==> config.mk <==
export PLATFORM = sky130hd
export DESIGN_NAME = mux_n_reg
export DESIGN_NICKNAME = d
export VERILOG_FILES = /design/src/rtl/mux_pkg.sv /design/src/rtl/arbitro_rr.sv /design/src/rtl/mux_n_reg.sv
export SDC_FILE = /design/constraint.sdc
export NUM_CORES = 1
export LEC_CHECK = 0
export CAP_MARGIN = 30
export CORE_MARGIN = 2
export CORE_UTILIZATION = 41
export CTS_CLUSTER_DIAMETER = 150
export CTS_CLUSTER_SIZE = 28
export DETAILED_ROUTE_END_ITERATION = 16
export PLACE_DENSITY = 0.8
export SLEW_MARGIN = 30
export SYNTH_ARGS = -nofsm -noshare
export SYNTH_HDL_FRONTEND = slang
export SYNTH_SLANG_ARGS = --single-unit
==> constraint.sdc <==
create_clock -name Clock -period 2.2 [get_ports Clock]
set_input_delay 0.33 -clock Clock [delete_from_list [all_inputs] [get_ports Clock]]
set_output_delay 0.33 -clock Clock [all_outputs]
set_load 0.01 [all_outputs]
==> src/rtl/mux_pkg.sv <==
// Shared definitions for the registered N-channel multiplexer.
//   MODO_DIRETO / MODO_RR : values of the Modo input (direct select / round-robin scan)
//   estado_t              : output-register FSM state (VAZIO = empty, CHEIO = holding a word)
package mux_pkg;

    localparam logic MODO_DIRETO = 1'b0;
    localparam logic MODO_RR     = 1'b1;

    typedef enum logic {
        VAZIO = 1'b0,
        CHEIO = 1'b1
    } estado_t;

endpackage

==> src/rtl/arbitro_rr.sv <==
// Combinational rotating-priority picker.
// Searches req starting at index ponteiro and wrapping modulo CANAIS; the first
// set bit wins.
//   req      in  CANAIS : request vector
//   ponteiro in  SEL    : index with highest priority (always < CANAIS)
//   grant    out CANAIS : one-hot grant, all zero when nothing requested
//   indice   out SEL    : index of the granted request (0 when none)
//   achou    out 1      : at least one request was found
module arbitro_rr #(
    parameter int CANAIS = 4,
    parameter int SEL    = $clog2(CANAIS)
) (
    input  logic [CANAIS-1:0] req,
    input  logic [SEL-1:0]    ponteiro,
    output logic [CANAIS-1:0] grant,
    output logic [SEL-1:0]    indice,
    output logic              achou
);

    // Rotate the request vector so the priority channel lands on bit 0;
    // a plain fixed-priority search over the rotated copy then gives the
    // rotating-priority result.
    logic [2*CANAIS-1:0] dobrado;
    logic [CANAIS-1:0]   girado;

    assign dobrado = {req, req} >> ponteiro;
    assign girado  = dobrado[CANAIS-1:0];

    always_comb begin
        int pos;
        achou = 1'b0;
        pos   = 0;
        for (int j = 0; j < CANAIS; j++) begin
            if (!achou && girado[j]) begin
                achou = 1'b1;
                pos   = int'(ponteiro) + j;
            end
        end
        // Undo the rotation: offset from the pointer back to an absolute index.
        if (pos >= CANAIS) begin
            pos = pos - CANAIS;
        end
        indice = SEL'(pos);

        grant = '0;
        for (int k = 0; k < CANAIS; k++) begin
            if (achou && (indice == SEL'(k))) begin
                grant[k] = 1'b1;
            end
        end
    end

endmodule

==> src/rtl/mux_n_reg.sv <==
// Registered N-channel multiplexer with valid/ready output handshake.
// Selects one channel per capture, either directly (Controle) or by a
// round-robin scan, and holds it in an output register until consumed.
//   Clock           in  1               : rising-edge clock
//   Resetn          in  1               : asynchronous active-low reset
//   Entradas        in  CANAIS*LARGURA  : channel k at [k*LARGURA +: LARGURA]
//   EntradaValida   in  CANAIS          : per-channel valid
//   Aceito          out CANAIS          : one-hot, high in the cycle channel k is captured
//   Controle        in  SEL             : channel select in direct mode
//   Modo            in  1               : 0 = direct, 1 = round-robin
//   Pronto          in  1               : downstream ready
//   Resultado       out LARGURA         : registered selected data
//   ResultadoValido out 1               : Resultado holds an unconsumed word
//   CanalAtual      out SEL             : channel that produced Resultado
//
// state | meaning
// ------+----------------------------------------------
// VAZIO | output register empty, ResultadoValido = 0
// CHEIO | output register holds a word, ResultadoValido = 1
module mux_n_reg
    import mux_pkg::*;
#(
    parameter int LARGURA = 8,
    parameter int CANAIS  = 4,
    parameter int SEL     = $clog2(CANAIS)
) (
    input  logic                      Clock,
    input  logic                      Resetn,
    input  logic [CANAIS*LARGURA-1:0] Entradas,
    input  logic [CANAIS-1:0]         EntradaValida,
    output logic [CANAIS-1:0]         Aceito,
    input  logic [SEL-1:0]            Controle,
    input  logic                      Modo,
    input  logic                      Pronto,
    output logic [LARGURA-1:0]        Resultado,
    output logic                      ResultadoValido,
    output logic [SEL-1:0]            CanalAtual
);

    estado_t             estado_q, estado_d;
    logic [SEL-1:0]      ponteiro_q;
    logic [SEL-1:0]      ponteiro_prox;

    logic [CANAIS-1:0]   rr_grant;
    logic [SEL-1:0]      rr_indice;
    logic                rr_achou;

    logic [CANAIS-1:0]   dir_grant;
    logic                dir_achou;

    logic [CANAIS-1:0]   cand_grant;
    logic [SEL-1:0]      cand_indice;
    logic                cand_achou;

    logic                livre;
    logic                captura;
    logic [LARGURA-1:0]  dado_sel;

    arbitro_rr #(
        .CANAIS (CANAIS),
        .SEL    (SEL)
    ) u_arbitro (
        .req      (EntradaValida),
        .ponteiro (ponteiro_q),
        .grant    (rr_grant),
        .indice   (rr_indice),
        .achou    (rr_achou)
    );

    // Direct mode: comparing against every legal index also rejects any
    // Controle value >= CANAIS without an out-of-range bit select.
    always_comb begin
        dir_grant = '0;
        dir_achou = 1'b0;
        for (int k = 0; k < CANAIS; k++) begin
            if ((Controle == SEL'(k)) && EntradaValida[k]) begin
                dir_grant[k] = 1'b1;
                dir_achou    = 1'b1;
            end
        end
    end

    always_comb begin
        if (Modo == MODO_RR) begin
            cand_grant  = rr_grant;
            cand_indice = rr_indice;
            cand_achou  = rr_achou;
        end else begin
            cand_grant  = dir_grant;
            cand_indice = Controle;
            cand_achou  = dir_achou;
        end
    end

    assign livre   = (estado_q == VAZIO) || Pronto;
    // Gating with Resetn keeps Aceito low while reset is held, even though
    // the empty register would otherwise look free.
    assign captura = Resetn && livre && cand_achou;
    assign Aceito  = captura ? cand_grant : '0;

    always_comb begin
        dado_sel = '0;
        for (int k = 0; k < CANAIS; k++) begin
            if (cand_grant[k]) begin
                dado_sel = Entradas[k*LARGURA +: LARGURA];
            end
        end
    end

    assign ponteiro_prox = (cand_indice == SEL'(CANAIS - 1)) ? '0 : cand_indice + SEL'(1);

    always_comb begin
        estado_d = estado_q;
        case (estado_q)
            VAZIO: begin
                if (captura) begin
                    estado_d = CHEIO;
                end
            end
            CHEIO: begin
                if (Pronto && !captura) begin
                    estado_d = VAZIO;
                end
            end
            default: estado_d = VAZIO;
        endcase
    end

    always_ff @(posedge Clock or negedge Resetn) begin
        if (!Resetn) begin
            estado_q <= VAZIO;
        end else begin
            estado_q <= estado_d;
        end
    end

    always_ff @(posedge Clock or negedge Resetn) begin
        if (!Resetn) begin
            Resultado  <= '0;
            CanalAtual <= '0;
            ponteiro_q <= '0;
        end else if (captura) begin
            Resultado  <= dado_sel;
            CanalAtual <= cand_indice;
            // Direct-mode captures leave the scan position untouched.
            if (Modo == MODO_RR) begin
                ponteiro_q <= ponteiro_prox;
            end
        end
    end

    assign ResultadoValido = (estado_q == CHEIO);

endmodule

-- After elaboration in Yosys (flattened, before gate mapping)
Index checks and enable logic that the tools add are counted.
- bits in registers: 13
- multiplexer cells: 32
- reduce and logical (&&, ||, !) cells: 22
- magnitude comparators: 1
- equality and inequality tests: 7
- bitwise operators: 1
- shift operators: 1
- $add $sub $neg: 5
- operators by type and width (kind ; number):
    $mux 32 ; 3
    $ge 32x4->1 const B ; 1
    $mux 8 ; 4
    $mux 1 ; 18
    $logic_and 1x1->1 ; 14
    $eq 2x2->1 const B ; 5
    $mux 2 ; 4
    $mux 4 ; 2
    $shr 8x2->4 ; 1
    $add 2x2->3 const B ; 2
    $eq 2x1->1 const B ; 2
    $logic_not 1->1 ; 4
    $logic_not 2->1 ; 2
    $add 2x1->3 const B ; 1
    $add 2x1->2 const B ; 1
    $pmux 1 s2 ; 1
    $reduce_and 2->1 ; 1
    $sub 2x1->2 const B ; 1
    $logic_or 1x1->1 ; 1
    $not 1->1 ; 1

-- Depth between registers and ports, before layout
Gate-level depths: netlist of the first run.
- depth in word-level cells: 21
- gate-level depth with buffers: 8

-- Cells and area by module
Synthesis of the first run repeated with hierarchy kept, for this count alone.
- cell total of the unflattened synthesis: 124
- area, all modules: 1087.3 sq um
- modules (own cells, without submodules) (module ; instances ; cells each ; area an instance (sq um) ; sequential area each (sq um)):
    mux_n_reg ; 1 ; 91 ; 875.8 ; 325.3
    arbitro_rr ; 1 ; 33 ; 211.5 ; 0.0

-- Worst setup path after synthesis of the first run
OpenSTA, ideal clock, no wires.
- path kind: input-to-output
- start point: in EntradaValida[2]
- end point: out Aceito[2]
- arrival: 1.524 ns
- path slack: 0.346 ns
- cell stages on the path: 7
- cells stage by stage: buf_2 > nor2b_1 > a21o_1 > a211o_1 > buf_2 > a31oi_1 > nor3_1
- cells in the longest elaborated chain, start to end: 18
- elaborated cells between the ends (all ways): 29
- those cells by class: add/sub (1); order compare (1); eq/ne (1); shift (1); mux (16); reduce/logical (9)
- RTL lines (element ; line ; RTL):
    from (decl) ; mux_n_reg.sv:30 ; input logic [CANAIS-1:0] EntradaValida,
    $shr 8x2->4 ; arbitro_rr.sv:26 ; assign dobrado = {req, req} >> ponteiro;
    $mux 1 ; arbitro_rr.sv:34 ; if (!achou && girado[j]) begin
    $logic_not 1->1 ; arbitro_rr.sv:34 ;
    $logic_and 1x1->1 ; arbitro_rr.sv:34 ;
    $mux 1 ; arbitro_rr.sv:34 ;
    $logic_not 1->1 ; arbitro_rr.sv:34 ;
    $logic_and 1x1->1 ; arbitro_rr.sv:34 ;
    $mux 1 ; arbitro_rr.sv:34 ;
    [... 2 more ...] ; - ;
    $mux 32 ; arbitro_rr.sv:34 ;
    $ge 32x4->1 or $sub 2x1->2 (tied branches) ; arbitro_rr.sv:40, arbitro_rr.sv:41 ;
    $mux 2 ; arbitro_rr.sv:40 ; if (pos >= CANAIS) begin
    $eq 2x2->1 ; arbitro_rr.sv:47 ; if (achou && (indice == SEL'(k))) begin
    $logic_and 1x1->1 ; arbitro_rr.sv:47 ;
    $mux 1 ; arbitro_rr.sv:47 ;
    $mux 4 ; mux_n_reg.sv:84 ; if (Modo == MODO_RR) begin
    $mux 4 (*) ; mux_n_reg.sv:99 ; assign Aceito = captura ? cand_grant : '0;
    to (decl) ; mux_n_reg.sv:31 ; output logic [CANAIS-1:0] Aceito,
Mark *: on every way between the ends. The rest lies on a longest branch, timed or not.

-- Final worst setup path of the first run
- start point: in EntradaValida[1]
- end point: out Aceito[2]
Same word-level chain as after synthesis.

==> results of run 1 <==
## worst max path at each step
| stage | start | to | slack [ps] | depth (start not counted) |
|---|---|---|---|---|
| final | EntradaValida[1] | Aceito[2] | 50 | 7 |
| after global routing | ponteiro_q[0]$_DFFE_PN0P_ | Aceito[2] | -5 | 6 |
| after CTS | EntradaValida[3] | Aceito[1] | 1 | 7 |
| after detailed placement | EntradaValida[2] | Aceito[1] | -390 | 7 |
| after global placement | EntradaValida[2] | Aceito[1] | -340 | 7 |
| after floorplan | EntradaValida[2] | Aceito[2] | 350 | 7 |
## metrics by stage
step | worst slack (ps) | hold slack [ps] | setup TNS, ps
after floorplan | 345.6 | 34.41 | 0
after global placement | -342.6 | 511.7 | -2889
after detailed placement | -392.1 | 529.9 | -3645
after CTS | 1.163 | 382.5 | 0
after global routing | -4.770 | 401.2 | -4.770
final | 50.41 | 363.0 | 0
## placed cells by master, fill, tap and decap left out, types with 6 or more instances in the layout
cell / n
dfrtp_1: 11
dlygate4sd2_1: 9
nand3_1: 9
a31oi_1: 11
a222oi_1: 8
nand4_1: 24
clkdlybuf4s50_1: 45
and4_4: 6
buf_4: 38
nor2_1: 14
## kinds of logic (layout without fill, tap and decap cells)
kind of cell    after synthesis  count (layout)  synth area share, %
flops                        13              13                26.64
compound gates               39              39                25.00
mux                           3               3                3.484
xor+xnor                      1               1               0.7173
buf+inv                      19             102                8.094
simple gates                 73              73                36.07
## final cells by class
type                            count  area, um2  share of cell area [%]
Tap cell                           31      38.79                   1.874
Inverter                            4      15.01                  0.7255
Multi-Input combinational cell    116      825.8                   39.90
Sequential cell                    13      327.8                   15.84
Clock buffer                        4      26.28                   1.270
Timing Repair Buffer               94      835.8                   40.39
## flip-flops by register name, summed over array words and instances, names as in the netlist
name and count:
Resultado 8, CanalAtual 2, ponteiro_q 2, ResultadoValido 1
## what timing repair did
action,4_1_cts,5_1_grt
endpoints found under the setup margin,4,3
pin swaps,2,1
buffers inserted,2,2
resized for setup,14,7
## Yosys cell counts, drive strengths merged (2+ instances only)
master  count
nand2b      3
a21oi       6
a222oi      8
and4        8
nor2       15
nor4bb      2
o21ai       5
dfrtp      13
nand3       9
inv         4
mux2i       2
clkbuf      3
nor3        4
nor2b       2
a31oi      11
nand2       5
o21a        2
nand4      24
buf        12
## per-layer routing
metal,up-vias,routed length (um),global-route usage [%]
met3,14,395,4.176
li1,770,-,-
met2,88,2413,48.80
met4,0,92,16.23
met5,-,0,0
met1,765,1905,35.69
## where the power goes
group,leakage (nW),internal [mW],switching (mW)
Sequential,0.148,0.315,0.0736
Clock,0.0150,0.0707,0.0943
Combinational,0.672,0.427,0.419
==> impl_metrics.toml, run 1 <==
[floorplan]
die-height_um = 58.58
num_rows = 19
design.core.area_um2 = 2781
initial_util_pct = 43.90
floorplan.die_area_um2 = 3431
die_x_um = 58.58
io_pins = 57

[clock_network]
clk_latency_ps = 300
cts.sink_count = 13
cts.root.buffer_cell = "clkbuf_4"
cts_hold_buf = 0
cts_buffer_depth = 2
cts_tree = "done"
cts_htree_levels = 1
clk_pin_slew_ps = 100
cts-buffers-inserted = 3

[synthesis]
netlist_top_cells_area = "dfrtp_1 (27%), nand4_1 (12%), a222oi_1 (6.6%), a31oi_1 (5.6%), and4_4 (5.5%)"
avgSynthCellArea_um2 = 8.251
synth-edff-count = 0
netlist_area_um2 = 1221
synth_nets = 190
yosysTopAreaCellShare_pct = 26.64
asyncSetResetFlopFracSynth_pct = 100.0
instance_count_of_the_mapped_netlist = 148
yosysTopAreaCell = "dfrtp_1"
synth_sequential_area_ratio_pct = 26.64
ys_types = 37
synth-seq-cells = 13
synth_flop_cell = "dfrtp_1"
total_of_warnings_raised_by_yosys = 0

[timing]
final_period_minus_worst_setup_slack_ps = 2150
max_freq_mhz = 465.2
final_max_slew_viol_count = 0
final.setup_skew_ps = 11.75
timing.final.crit_share_pct = 97.71
timing.final.setup_violations = 0
final_hold_viol_count = 0
tightest_slew_margin_relative_to_the_limit_pct = 77.33
worst-slew-pin-transition_ps = 339.2

[worst_hold_path]
timing.hold.worst.class = "in2async"

[place]
dp_cells = 254
finalWeightedCongestion = 0.9455
post-dp-hpwl_um = 3633
detailed_place.area_um2 = 1992
portBuffers = 56

[outcome]
run_status = "finished, final reports clean"

[routing]
drtPass1Iterations = 6
post_drt_via_cell_ratio = 6.248
route.detailed.wl_per_inst_um = 18.34
routed_wirelength_um = 4806
via_count = 1637
initialDrtViolationCount = 105
antenna_violating_nets_post_route = 0
drc_errors = 0

[setup_path]
rr_worst_depth = 6
crit_fanout = 5
crit_buf_inv = 4
crit_path_end_kind = "primary output"
crit_path_cell_trace = "dlygate4sd2_1, buf_4, o41a_1, a21oi_4, buf_4, nor3_1, dlygate4sd2_1"
path_class = "in2out"
r2r-start = "ponteiro_q[1]$_DFFE_PN0P_"
r2r_end = "Resultado[2]$_DFFE_PN0N_"
critPathLaunchType = "input pin"
regToRegSetupSlack_ps = 480
crit_slowest_cell = "o41a_1"
critical_path.max_stage_delay_ps = 460
cp_data_required_time_ps = 1870
critical-path-top-delay-family = "buffers and inverters"
worst-endpoint-arrival_ps = 1820

[power]
totalPowerFinal_mw = 1.400
p_leak_nw = 0.8344
power_density_nw_per_um2 = 676.5
ir_drop_mv = 0.5219

[finish]
antenna_cells = 0
fin_nets = 274
fillers = 224
drive_above_1_share_pct = 25.97
finish.instance_area_um2 = 2069
layout_area_overhead_pct = 69.47
post-route-util_pct = 74.40
post_layout_cell_count = 262

[grt]
grt_antenna_before_repair = 0
globalRouteOverflowTotal = 0
grt_max_degree = 22
first_global_vias = 1672
grt_pass1_wl_um = 7638
aggregate_global_route_resource_usage_pct = 29.09

[flow_run]
count_of_max_cap_constraint_violations = 0
(Power assumes the default switching activity.)
==> run 2: changes to the inputs <==
Settings changed: ABC_AREA set to 1, CORE_UTILIZATION 41 to 42, PLACE_DENSITY 0.8 to 0.81.
==> impl_metrics.toml, run 2 <==
[outcome]
run_status = "finished with violations"
failed_checks = "negative setup slack"

[clock_network]
cts.root.buffer_cell = "clkbuf_4"
clk_latency_ps = 280
cts-buffers-inserted = 3
cts_tree = "done"
cts.sink_count = 13
cts_htree_levels = 1
cts_buffer_depth = 2
clk_pin_slew_ps = 80

[timing]
max_freq_mhz = 434.1
grt_setup_unrepaired = "yes"
worst-slew-pin-transition_ps = 300.2
final_max_slew_viol_count = 0
final_period_minus_worst_setup_slack_ps = 2304
fin_ws_ps = -103.6
fin_tns_setup_ps = -338.5
final_hold_viol_count = 0
timing.final.crit_share_pct = 104.7
timing.final.setup_violations = 4
tightest_slew_margin_relative_to_the_limit_pct = 79.88
final.setup_skew_ps = 4.533

[synthesis]
synth_nets = 247
asyncSetResetFlopFracSynth_pct = 100.0
ys_top_cells_by_count = "nand2_1 (78), nand3_1 (24), inv_1 (18), dfrtp_1 (13), nand2_2 (13)"
synth_sequential_area_ratio_pct = 25.62
synth_most_common_cell = "nand2_1"
yosysTopAreaCellShare_pct = 25.62
instance_count_of_the_mapped_netlist = 205
total_of_warnings_raised_by_yosys = 0
ys_types = 25
avgSynthCellArea_um2 = 6.195
synth_flop_cell = "dfrtp_1"
synth-seq-cells = 13
yosysTopAreaCell = "dfrtp_1"
synth-edff-count = 0
netlist_top_cells_area = "dfrtp_1 (26%), nand2_1 (23%), nand3_1 (9.5%), nand2_2 (6.4%), nand4_1 (5.4%)"
netlist_area_um2 = 1270

[routing]
drc_errors = 0
via_count = 1623
route.detailed.wl_per_inst_um = 12.57
post_drt_via_cell_ratio = 5.040
routed_wirelength_um = 4046
initialDrtViolationCount = 66
drtPass1Iterations = 4
antenna_violating_nets_post_route = 0

[place]
detailed_place.area_um2 = 2006
finalWeightedCongestion = 0.8833
portBuffers = 56
post-dp-hpwl_um = 2969
dp_worst_setup_slack_ps = -546.4

[setup_path]
cp_common_cell = "buf_4"
crit_path_cell_trace = "clkinv_4, nand2_1, nand3_2, nand2_2, buf_4, buf_4, nand4_4, nand2_4, o21ai_4, inv_1, nor2_1, buf_2"
worst-endpoint-arrival_ps = 1970
critical_path.max_stage_delay_ps = 480
critPathLaunchType = "flip-flop"
crit_fanout = 7
crit_path_end_kind = "primary output"
path_class = "reg2out"
crit_slowest_cell = "dfrtp_2"
cp_data_required_time_ps = 1870

[floorplan]
io_pins = 57
die_x_um = 58.99
initial_util_pct = 45.27
num_rows = 19
design.core.area_um2 = 2805
floorplan.die_area_um2 = 3480
die-height_um = 58.99

[finish]
most-common-layout-cells = "nand2_1 (71), clkdlybuf4s50_1 (48), buf_4 (30)"
largest_registers = "Resultado x8, CanalAtual x2, ponteiro_q x2"
post-route-util_pct = 77.61
finish.instance_area_um2 = 2177
layout.cells.most_common = "nand2_1"
fillers = 202
registers.top_by_ff_count = "Resultado"
layout_area_overhead_pct = 71.43
drive_above_1_share_pct = 31.62
antenna_cells = 0
fin_nets = 334
largest_register_ff_count = 8

[grt]
grt_max_degree = 19
grt_antenna_before_repair = 0
grt_pass1_wl_um = 6458
globalRouteOverflowTotal = 0
aggregate_global_route_resource_usage_pct = 24.38
first_global_vias = 1529

[power]
ir_drop_mv = 0.6355
power_density_nw_per_um2 = 1147
p_leak_nw = 1.094

[worst_hold_path]
timing.hold.worst.class = "in2async"

[flow_run]
count_of_max_cap_constraint_violations = 0
[run 2: changes by cell type after synthesis, sizes merged, moves of 6 or more]
cell,before,now
a222oi,8,0
nand3,9,29
and4,8,0
a31oi,11,1
nand4,24,12
nor2,15,9
buf,12,5
inv,4,26
nand2,5,93
[run 2: cells by family (layout without fill, tap and decap cells)]
logic type	Yosys count	in the layout	synth area share [%]
simple gates	147	147	56.16
buf+inv	33	119	11.92
flops	13	13	25.62
compound gates	11	11	5.616
xor+xnor	1	1	0.6898
[run 2: critical path: cells and delay by family, from the launching register on]
family / cells / cell delay (ps)
AOI/OAI and AO/OA: 1 / 150
and+or+nand+nor: 6 / 480
DFF: 1 / 480
buffers and inverters: 5 / 570
[run 2: cell type report]
class / instances / area (um2) / share of cell area (%)
Clock buffer: 4 / 26.28 / 1.207
Inverter: 28 / 110.1 / 5.057
Multi-Input combinational cell: 159 / 902.1 / 41.44
Sequential cell: 13 / 327.8 / 15.06
Tap cell: 31 / 38.79 / 1.782
Timing Repair Buffer: 87 / 772.0 / 35.46
[run 2: routing by layer]
| layer | track usage (%) | up-vias | part of all wire (%) |
|---|---|---|---|
| li1 | - | 829 | - |
| met3 | 6.114 | 9 | 7.9 |
| met4 | 5.844 | 0 | 1.3 |
| met5 | 0 | - | 0 |
| met1 | 30.61 | 725 | 42 |
| met2 | 41.90 | 60 | 48 |
[run 2: where the power goes]
group / switching [mW] / leakage, nW / internal [mW] / total, mW
Combinational: 1.05 / 0.919 / 0.867 / 1.92
Clock: 0.0777 / 0.0150 / 0.0705 / 0.148
Sequential: 0.0850 / 0.159 / 0.347 / 0.432
Total: 1.21 / 1.09 / 1.28 / 2.50
[run 2: timing repair]
action | CTS | global route
pin swaps | 15 | 10
resized for setup | 36 | 15
buffers inserted | 6 | 1
endpoints found under the hold margin | 0 | 0
setup endpoints to repair | 4 | 13
hold buffers | 0 | 0
[run 2: worst paths after layout]
kind / startpoint / to / slack, ps / cells past startpoint
min in group Clock: CanalAtual[0]$_DFFE_PN0N_ / CanalAtual[0]$_DFFE_PN0N_ / 520 / 2
setup reg to reg: ponteiro_q[0]$_DFFE_PN0P_ / Resultado[2]$_DFFE_PN0N_ / 50 / 14
max in group asynchronous: Resetn / ponteiro_q[0]$_DFFE_PN0P_ / 1620 / 2
hold / removal: Resetn / Resultado[3]$_DFFE_PN0N_ / 400 / 2
hold reg to reg: CanalAtual[0]$_DFFE_PN0N_ / CanalAtual[0]$_DFFE_PN0N_ / 520 / 2
setup / recovery: ponteiro_q[0]$_DFFE_PN0P_ / Aceito[1] / -100 / 12
[run 2: through the flow]
stage                     std cells  power, mW  hold slack, ps
after global routing            322      2.706           409.6
after global placement          311      2.019           467.6
after detailed placement        311      2.042           513.6
final                           322      2.498           400.8
after CTS                       321      2.389           410.8
after floorplan                 205      1.451           34.41
